==> src/rtl/irq_pending_ctrl8_if.sv <==
// irq_pending_ctrl8_if: presentation handshake between the interrupt pending
// controller (master) and the consumer of interrupt ids (slave).
//   id       : index of the presented request (master -> slave)
//   id_valid : id is valid, held stable until accepted (master -> slave)
//   id_ready : consumer accepts id (slave -> master)
interface irq_pending_ctrl8_if;
   logic [2:0] id;
   logic       id_valid;
   logic       id_ready;

   modport master (
      output id,
      output id_valid,
      input  id_ready
   );

   modport slave (
      input  id,
      input  id_valid,
      output id_ready
   );
endinterface

==> src/rtl/irq_pending_ctrl8.sv <==
// irq_pending_ctrl8: 8-line rising-edge interrupt collector with a mask and a
// fixed-priority (bit 7 highest) id presenter using a valid/ready handshake.
// Latency: edge on req_in -> pending after 1 clk -> id_valid after 2 clks.
// Backpressure: a presented id is held until id_ready; new edges keep
// accumulating in pending meanwhile. At most one acceptance per 2 cycles.
//
// Ports:
//   clk, rst_n     : clock, asynchronous active-low reset
//   req_in[7:0]    : request lines, edge-detected
//   mask_we        : mask write strobe, mask_wdata[7:0] new mask (1 = enabled)
//   mask[7:0]      : current mask register
//   pending[7:0]   : current pending register
//   bus (master)   : id / id_valid / id_ready presentation handshake
//   ovf, ovf_clr   : sticky overflow flag and its clear (only with IRQ_OVF_EN)
//
// Optional feature macro: IRQ_OVF_EN (adds ovf/ovf_clr and overflow logic).
module irq_pending_ctrl8 #(
   parameter logic [7:0] MASK_RST     = 8'hFF,
   parameter logic [7:0] REQ_IDLE_RST = 8'hFF
) (
   input  logic                       clk,
   input  logic                       rst_n,
   input  logic [7:0]                 req_in,
   input  logic                       mask_we,
   input  logic [7:0]                 mask_wdata,
   output logic [7:0]                 mask,
   output logic [7:0]                 pending,
   irq_pending_ctrl8_if.master        bus
`ifdef IRQ_OVF_EN
   ,
   output logic                       ovf,
   input  logic                       ovf_clr
`endif
);

   typedef enum logic {
      ST_IDLE    = 1'b0,
      ST_PRESENT = 1'b1
   } state_t;

   state_t     state;
   state_t     state_nxt;
   logic [2:0] id_q;
   logic [2:0] id_nxt;
   logic [2:0] top_idx;
   logic [7:0] req_q;
   logic [7:0] rise;
   logic [7:0] eligible;
   logic [7:0] clr;
   logic       id_valid_c;
   logic       accept;

   // ------------------------------------------------------------------
   // Edge detection and eligibility
   // ------------------------------------------------------------------
   // req_q resets to REQ_IDLE_RST (all ones by default) so that lines
   // already high when reset is released do not look like fresh edges.
   always_ff @(posedge clk or negedge rst_n) begin
      if (!rst_n) begin
         req_q <= REQ_IDLE_RST;
      end else begin
         req_q <= req_in;
      end
   end

   assign rise     = req_in & ~req_q;
   // Masked bits stay in pending; they only become eligible once unmasked.
   assign eligible = pending & mask;

   // Highest set index wins: later iterations overwrite earlier ones.
   always_comb begin
      top_idx = 3'd0;
      for (int i = 0; i < 8; i++) begin
         if (eligible[i]) begin
            top_idx = 3'(i);
         end
      end
   end

   // ------------------------------------------------------------------
   // Presenter FSM: state register
   // ------------------------------------------------------------------
   always_ff @(posedge clk or negedge rst_n) begin
      if (!rst_n) begin
         state <= ST_IDLE;
         id_q  <= 3'd0;
      end else begin
         state <= state_nxt;
         id_q  <= id_nxt;
      end
   end

   // ------------------------------------------------------------------
   // Presenter FSM: next-state logic
   // ------------------------------------------------------------------
   // id is captured only on the IDLE->PRESENT transition, so mask changes
   // or higher-priority edges can never alter an id already presented.
   // The return to IDLE after each acceptance enforces the gap cycle.
   always_comb begin
      state_nxt = state;
      id_nxt    = id_q;
      case (state)
         ST_IDLE: begin
            if (|eligible) begin
               state_nxt = ST_PRESENT;
               id_nxt    = top_idx;
            end
         end
         ST_PRESENT: begin
            if (bus.id_ready) begin
               state_nxt = ST_IDLE;
            end
         end
         default: begin
            state_nxt = ST_IDLE;
         end
      endcase
   end

   // ------------------------------------------------------------------
   // Presenter FSM: outputs
   // ------------------------------------------------------------------
   always_comb begin
      id_valid_c = (state == ST_PRESENT);
      accept     = id_valid_c & bus.id_ready;
      clr        = accept ? (8'd1 << id_q) : 8'd0;
   end

   assign bus.id       = id_q;
   assign bus.id_valid = id_valid_c;

   // ------------------------------------------------------------------
   // Pending and mask registers
   // ------------------------------------------------------------------
   // OR-ing rise after the clear makes a same-cycle edge win over the
   // acceptance of that bit.
   always_ff @(posedge clk or negedge rst_n) begin
      if (!rst_n) begin
         pending <= 8'd0;
      end else begin
         pending <= (pending & ~clr) | rise;
      end
   end

   always_ff @(posedge clk or negedge rst_n) begin
      if (!rst_n) begin
         mask <= MASK_RST;
      end else if (mask_we) begin
         mask <= mask_wdata;
      end
   end

`ifdef IRQ_OVF_EN
   // ------------------------------------------------------------------
   // Overflow: an edge landed on a bit that stays pending this cycle,
   // i.e. one interrupt occurrence was merged into another. Set wins
   // over ovf_clr.
   // ------------------------------------------------------------------
   logic ovf_set;

   assign ovf_set = |(rise & pending & ~clr);

   always_ff @(posedge clk or negedge rst_n) begin
      if (!rst_n) begin
         ovf <= 1'b0;
      end else if (ovf_set) begin
         ovf <= 1'b1;
      end else if (ovf_clr) begin
         ovf <= 1'b0;
      end
   end
`endif

endmodule

==> src/flat_wrapper.sv <==
// flat-port wrapper written by rule: the top's interface ports become plain ports
module irq_pending_ctrl8_flat 
#(
   parameter logic [7:0] MASK_RST     = 8'hFF,
   parameter logic [7:0] REQ_IDLE_RST = 8'hFF
)
  (clk, rst_n, req_in, mask_we, mask_wdata, mask, pending, bus_id, bus_id_valid, bus_id_ready);
  irq_pending_ctrl8_if bus_i ();
  input  logic clk;
  input  logic rst_n;
  input  logic [7:0] req_in;
  input  logic mask_we;
  input  logic [7:0] mask_wdata;
  output logic [7:0] mask;
  output logic [7:0] pending;
  output wire logic [$bits(bus_i.id)-1:0] bus_id;
  output wire logic [$bits(bus_i.id_valid)-1:0] bus_id_valid;
  input wire logic [$bits(bus_i.id_ready)-1:0] bus_id_ready;
  assign bus_id = bus_i.id;
  assign bus_id_valid = bus_i.id_valid;
  assign bus_i.id_ready = bus_id_ready;
  irq_pending_ctrl8 #(.MASK_RST(MASK_RST), .REQ_IDLE_RST(REQ_IDLE_RST)) u_core (.clk(clk), .rst_n(rst_n), .req_in(req_in), .mask_we(mask_we), .mask_wdata(mask_wdata), .mask(mask), .pending(pending), .bus(bus_i));
endmodule
==> config.mk <==
export PLATFORM = sky130hd
export DESIGN_NAME = irq_pending_ctrl8_flat
export DESIGN_NICKNAME = d
export VERILOG_FILES = /design/src/rtl/irq_pending_ctrl8_if.sv /design/src/rtl/irq_pending_ctrl8.sv /design/src/flat_wrapper.sv
export SDC_FILE = /design/constraint.sdc
export NUM_CORES = 1
export LEC_CHECK = 0
export CORE_MARGIN = 2
export CORE_UTILIZATION = 46
export DETAILED_ROUTE_END_ITERATION = 10
export GPL_TIMING_DRIVEN = 0
export PLACE_DENSITY = 0.82
export SLEW_MARGIN = 25
export SYNTH_ARGS = -nofsm -noshare
export SYNTH_HDL_FRONTEND = slang
export SYNTH_SLANG_ARGS = --single-unit
==> constraint.sdc <==
create_clock -name clk -period 2.41 [get_ports clk]
set_input_delay 0.3615 -clock clk [delete_from_list [all_inputs] [get_ports clk]]
set_output_delay 0.3615 -clock clk [all_outputs]
set_load 0.01 [all_outputs]
Word-level counts from Yosys, hierarchy flattened. Index checks and enable logic that the tools add are counted.

Add/sub/neg operators: 0. Multipliers: 0. Divide/modulo/power cells: 0. $lt $le $gt $ge: 0. Eq/ne operators: 0. Shifts and indexed selects: 1. Mux-type cells: 11. Bitwise operators: 8. Reductions and logical operators: 2.

Operators with widths (number): 8-bit bitwise AND (3); 8-bit inverter (2); 3-bit 2-to-1 mux (4); 8-bit 2-to-1 mux (1); 8-bit OR (1); 8-bit OR reduction (1); 1-bit by 3-bit left shift with 8-bit output, first input constant (1); 2-bit 2-to-1 mux (2); 1-bit 2-to-1 mux (3); 1-bit one-hot mux with 2 select lines (1); 2-bit AND reduction (1); 1-bit bitwise AND (1); 1-bit inverter (1).

Bits in registers: 28. Latch bits: 0. RAM bits: 0. ROM bits: 0. Memories kept: 0.

Depth between registers and ports, before layout.
Depth after elaboration: 8. Depth in mapped cells: 4.

Least setup slack after synthesis. Ideal clock, no wire load.

Path kind: register to register. Start point: register u_core.mask[4]. End point: register u_core.id_q[0], in the netlist u_core.bus.id[0]. Arrival time: 1.386 ns. Path slack: 0.896 ns. Stages on the path, launching flop included: 5. Path buffers: 0. Period minus slack after synthesis: 1.514 ns. Path through: dfstp_2 -> a22o_1 -> and3b_1 -> a21oi_2 -> mux2_1.

Longest elaborated chain between the ends: 5. Elaborated cells between the ends (all ways): 7. Classes of those cells: 4 x mux; 1 x bitwise; 2 x reduce/logical.

Ends and longest elaborated chain: from (decl) (RTL line irq_pending_ctrl8.sv:26) `output logic [7:0] mask,`; from (signal assigned) (RTL line irq_pending_ctrl8.sv:149) `mask <= mask_wdata;`; 8-bit bitwise AND * (RTL line irq_pending_ctrl8.sv:68) `assign eligible = pending & mask;`; 3-bit 2-to-1 mux (4 in series) (RTL line irq_pending_ctrl8.sv:74) `if (eligible[i]) begin`; to (signal assigned) (RTL line irq_pending_ctrl8.sv:89) `id_q <= id_nxt;`; to (decl) (RTL line irq_pending_ctrl8.sv:43) `logic [2:0] id_q;`.

Every way passes the cells marked *; elsewhere a longest branch is shown, timed or not. A chain may end at the register's enable or synchronous reset.

Final worst setup path.
Start point: register u_core.mask[4]. End point: output mask[4].

RTL lines: to (decl) (RTL line flat_wrapper.sv:14) `output logic [7:0] mask;`.

No word-level cell between the ends.

==> impl_metrics.csv <==
group,metric,value,unit
route,drc,0,
run_status,status,"completed",
cts,cts_buffer_depth,2,
die,die_h,52.9,um
cts,post_cts_resized,0,
grt,grt_pass1_vias,797,
critical_path,path_class,"reg2out",
cts,root_buffer,"clkbuf_4",
critical_path,critPathLaunchType,"flop",
timing,hold_violations,0,
timing,fin_crit,1.79,ns
timing,post-route-period-util,74.3,%
cts,clkSinkCount,28,
die,coreArea,0.00223,mm^2
placed_design,dp_cells,154,
cts,numCtsBuffers,3,
placed_design,portBuffers,38,
cts,htreeDepth,1,
timing,max_freq,559,MHz
grt,grt_max_degree,29,
critical_path,cp_max_fo,4,
critical_path,cp_slowest_cell,"dfstp_2",
critical_path,crit_family,"flip-flops",
placed_design,gp_congestion,0.765,
die,initial_utilization,49.2,%
synth,synth-seq-cells,28,
timing,maxSlewViolCount,0,
placed_design,dp_slack,0.845,ns
synth,netlist_area,0.00110,mm^2
cts,cts_setup_buffers,0,
timing,tightest_slew,0.573,ns
critical_path,required,2.05,ns
grt,grt_pass1_wl,3530,um
route,ant_nets,0,
power,cellLeakagePower,0.631,nW
placed_design,hpwl,1660,um
route,vias,830,
die,core.rowCount,17,
route,wl,2130,um
cts,cts_tree,"built",
critical_path,arrival,1.43,ns
critical_path,path_buf_inv,1,
die,die-area,0.00280,mm^2
run,max_cap_viol_count,0,
route,vias_per_cell,5.25,
final_layout,nets,151,
route,post_drt_wl_per_cell,13.5,um
grt,grt_overflow,0,
timing,setup_slack,0.620,ns
final_layout,area_delta_synth_final,39.7,%
synth,synthDistinctLibCells,20,
cts,worstSkewPairLatency,0.31,ns
route,drt_iter0_markers,17,
worst_hold_path,worstHoldPathType,"in2async",
synth,syn_inst,88,
final_layout,diodes,0,
timing,relSlewSlack,61.8,%
synth,ys_seq_area_share,65.6,%
grt,antenna_found_initial,0,
timing,holdWs,0.0145,ns
route,dr.pass1.iters,4,
cts,cts-hold-fix-buffers,0,
die,io_pins,40,
final_layout,drive_gt1_share,23.1,%
grt,grt_usage,17.8,%
timing,clock_skew,0.00790,ns
synth,syn-num-nets,108,
power,peakVddDrop,0.608,mV
synth,yosysWarnings,0,
final_layout,final_cells,158,
critical_path,slowest_delay,0.58,ns
critical_path,crit_chain,"clkdlybuf4s50_1",
power,p_per_area,878,mW/mm^2
timing,fin_setup_tns,0,ns
power,finalPower,1.35,mW
timing,setup_viol,0,
timing,rsz0062_at_grt,"no",
synth,avgSynthCellArea,12.5,um^2
critical_path,end_kind,"output pin",
die,die_x,52.9,um
cts,cts.reportedPaths.clkPinSlew,0.14,ns
==> report_power, final <==
| group | switching [mW] | total (mW) | internal, mW | leakage, nW |
|---|---|---|---|---|
| logic | 0.197 | 0.470 | 0.273 | 0.329 |
| registers | 0.110 | 0.692 | 0.582 | 0.287 |
| clock network | 0.122 | 0.186 | 0.0647 | 0.0150 |
| total | 0.428 | 1.35 | 0.920 | 0.631 |
==> layout by cell type, fill, tap and decap left out, drive strengths merged <==
cell           netlist  final
clkdlybuf4s50        0     37
o21ai               16     16
dfstp               16     16
dfrtp               12     12
mux2                10     10
inv                  9      9
nand2                8      8
clkbuf               1      5
nand3                2      2
nand2b               2      2
o31ai                2      2
o211ai               2      2
nand3b               1      1
a22oi                1      1
and3                 1      1
a22o                 1      1
and3b                1      1
a21oi                1      1
a21o                 1      1
a32oi                1      1
buf                  0      1
==> state kept, by name (all words and copies together) (netlist names) <==
register and count:
u_core.pending 8, u_core.mask 8, u_core.bus.id_valid 1, u_core.req_q 8, u_core.bus.id 3
==> cell type report <==
cell class,instances,area (um^2)
Clock buffer,4,26.3
Sequential cell,28,721
Tap cell,28,35.0
Inverter,9,33.8
Buffer,1,3.75
Multi-Input combinational cell,50,340
Fill cell,180,698
Timing Repair Buffer,38,375
==> stage by stage <==
stage                     instance area [um^2]  utilization (%)
after floorplan                           1100                -
after global placement                    1510             67.8
after detailed placement                  1510             67.6
after CTS                                 1540             68.7
after global routing                      1540             68.7
final                                     1540             68.7
==> worst paths after layout <==
path                                  from           endpoint  slack [ns]  depth (start not counted)
hold / removal                       rst_n  u_core.pending[4]        0.01                          1
hold reg to reg            u_core.req_q[0]  u_core.pending[0]        0.53                          1
max in group asynchronous            rst_n     u_core.mask[2]        2.01                          1
setup reg to reg            u_core.mask[4]   u_core.bus.id[0]        0.83                          4
setup / recovery            u_core.mask[4]            mask[4]        0.62                          1
min in group clk                 req_in[4]    u_core.req_q[4]        0.46                          1
==> metal layers <==
metal	vias to the layer above	routed length, um	track usage (%)	part of all wire [%]
met4	0	56	7.69	2.6
met3	8	133	3.95	6.2
met1	392	903	23.7	42
met5	-	0	0	0
li1	396	-	-	-
met2	34	1040	27.9	49
==> kinds of logic (layout without fill, tap and decap cells) <==
group           count (synthesis)  in the layout  synth area share, %
flops                          28             28                 65.6
buf+inv                        10             52                 3.42
compound gates                 25             25                 13.9
mux                            10             10                 10.3
simple gates                   15             15                 6.83
==> synth_stat cells <==
master    number  share of area (%)
a32oi_1        1               0.80
mux2_2         8                8.2
dfrtp_1       12                 27
nand3_1        2               0.91
nand3b_1       1               0.68
a21o_2         1               0.80
and3_1         1               0.57
o21ai_0       16                7.3
mux2_1         2                2.0
and3b_1        1               0.80
a21oi_2        1               0.80
a22oi_1        1               0.68
a22o_1         1               0.80
o211ai_1       2                1.4
inv_1          9                3.1
dfstp_2       16                 38
o31ai_1        2                1.4
nand2b_1       2                1.1
nand2_1        8                2.7
clkbuf_1       1               0.34
Power figures use the tool's default switching activity.
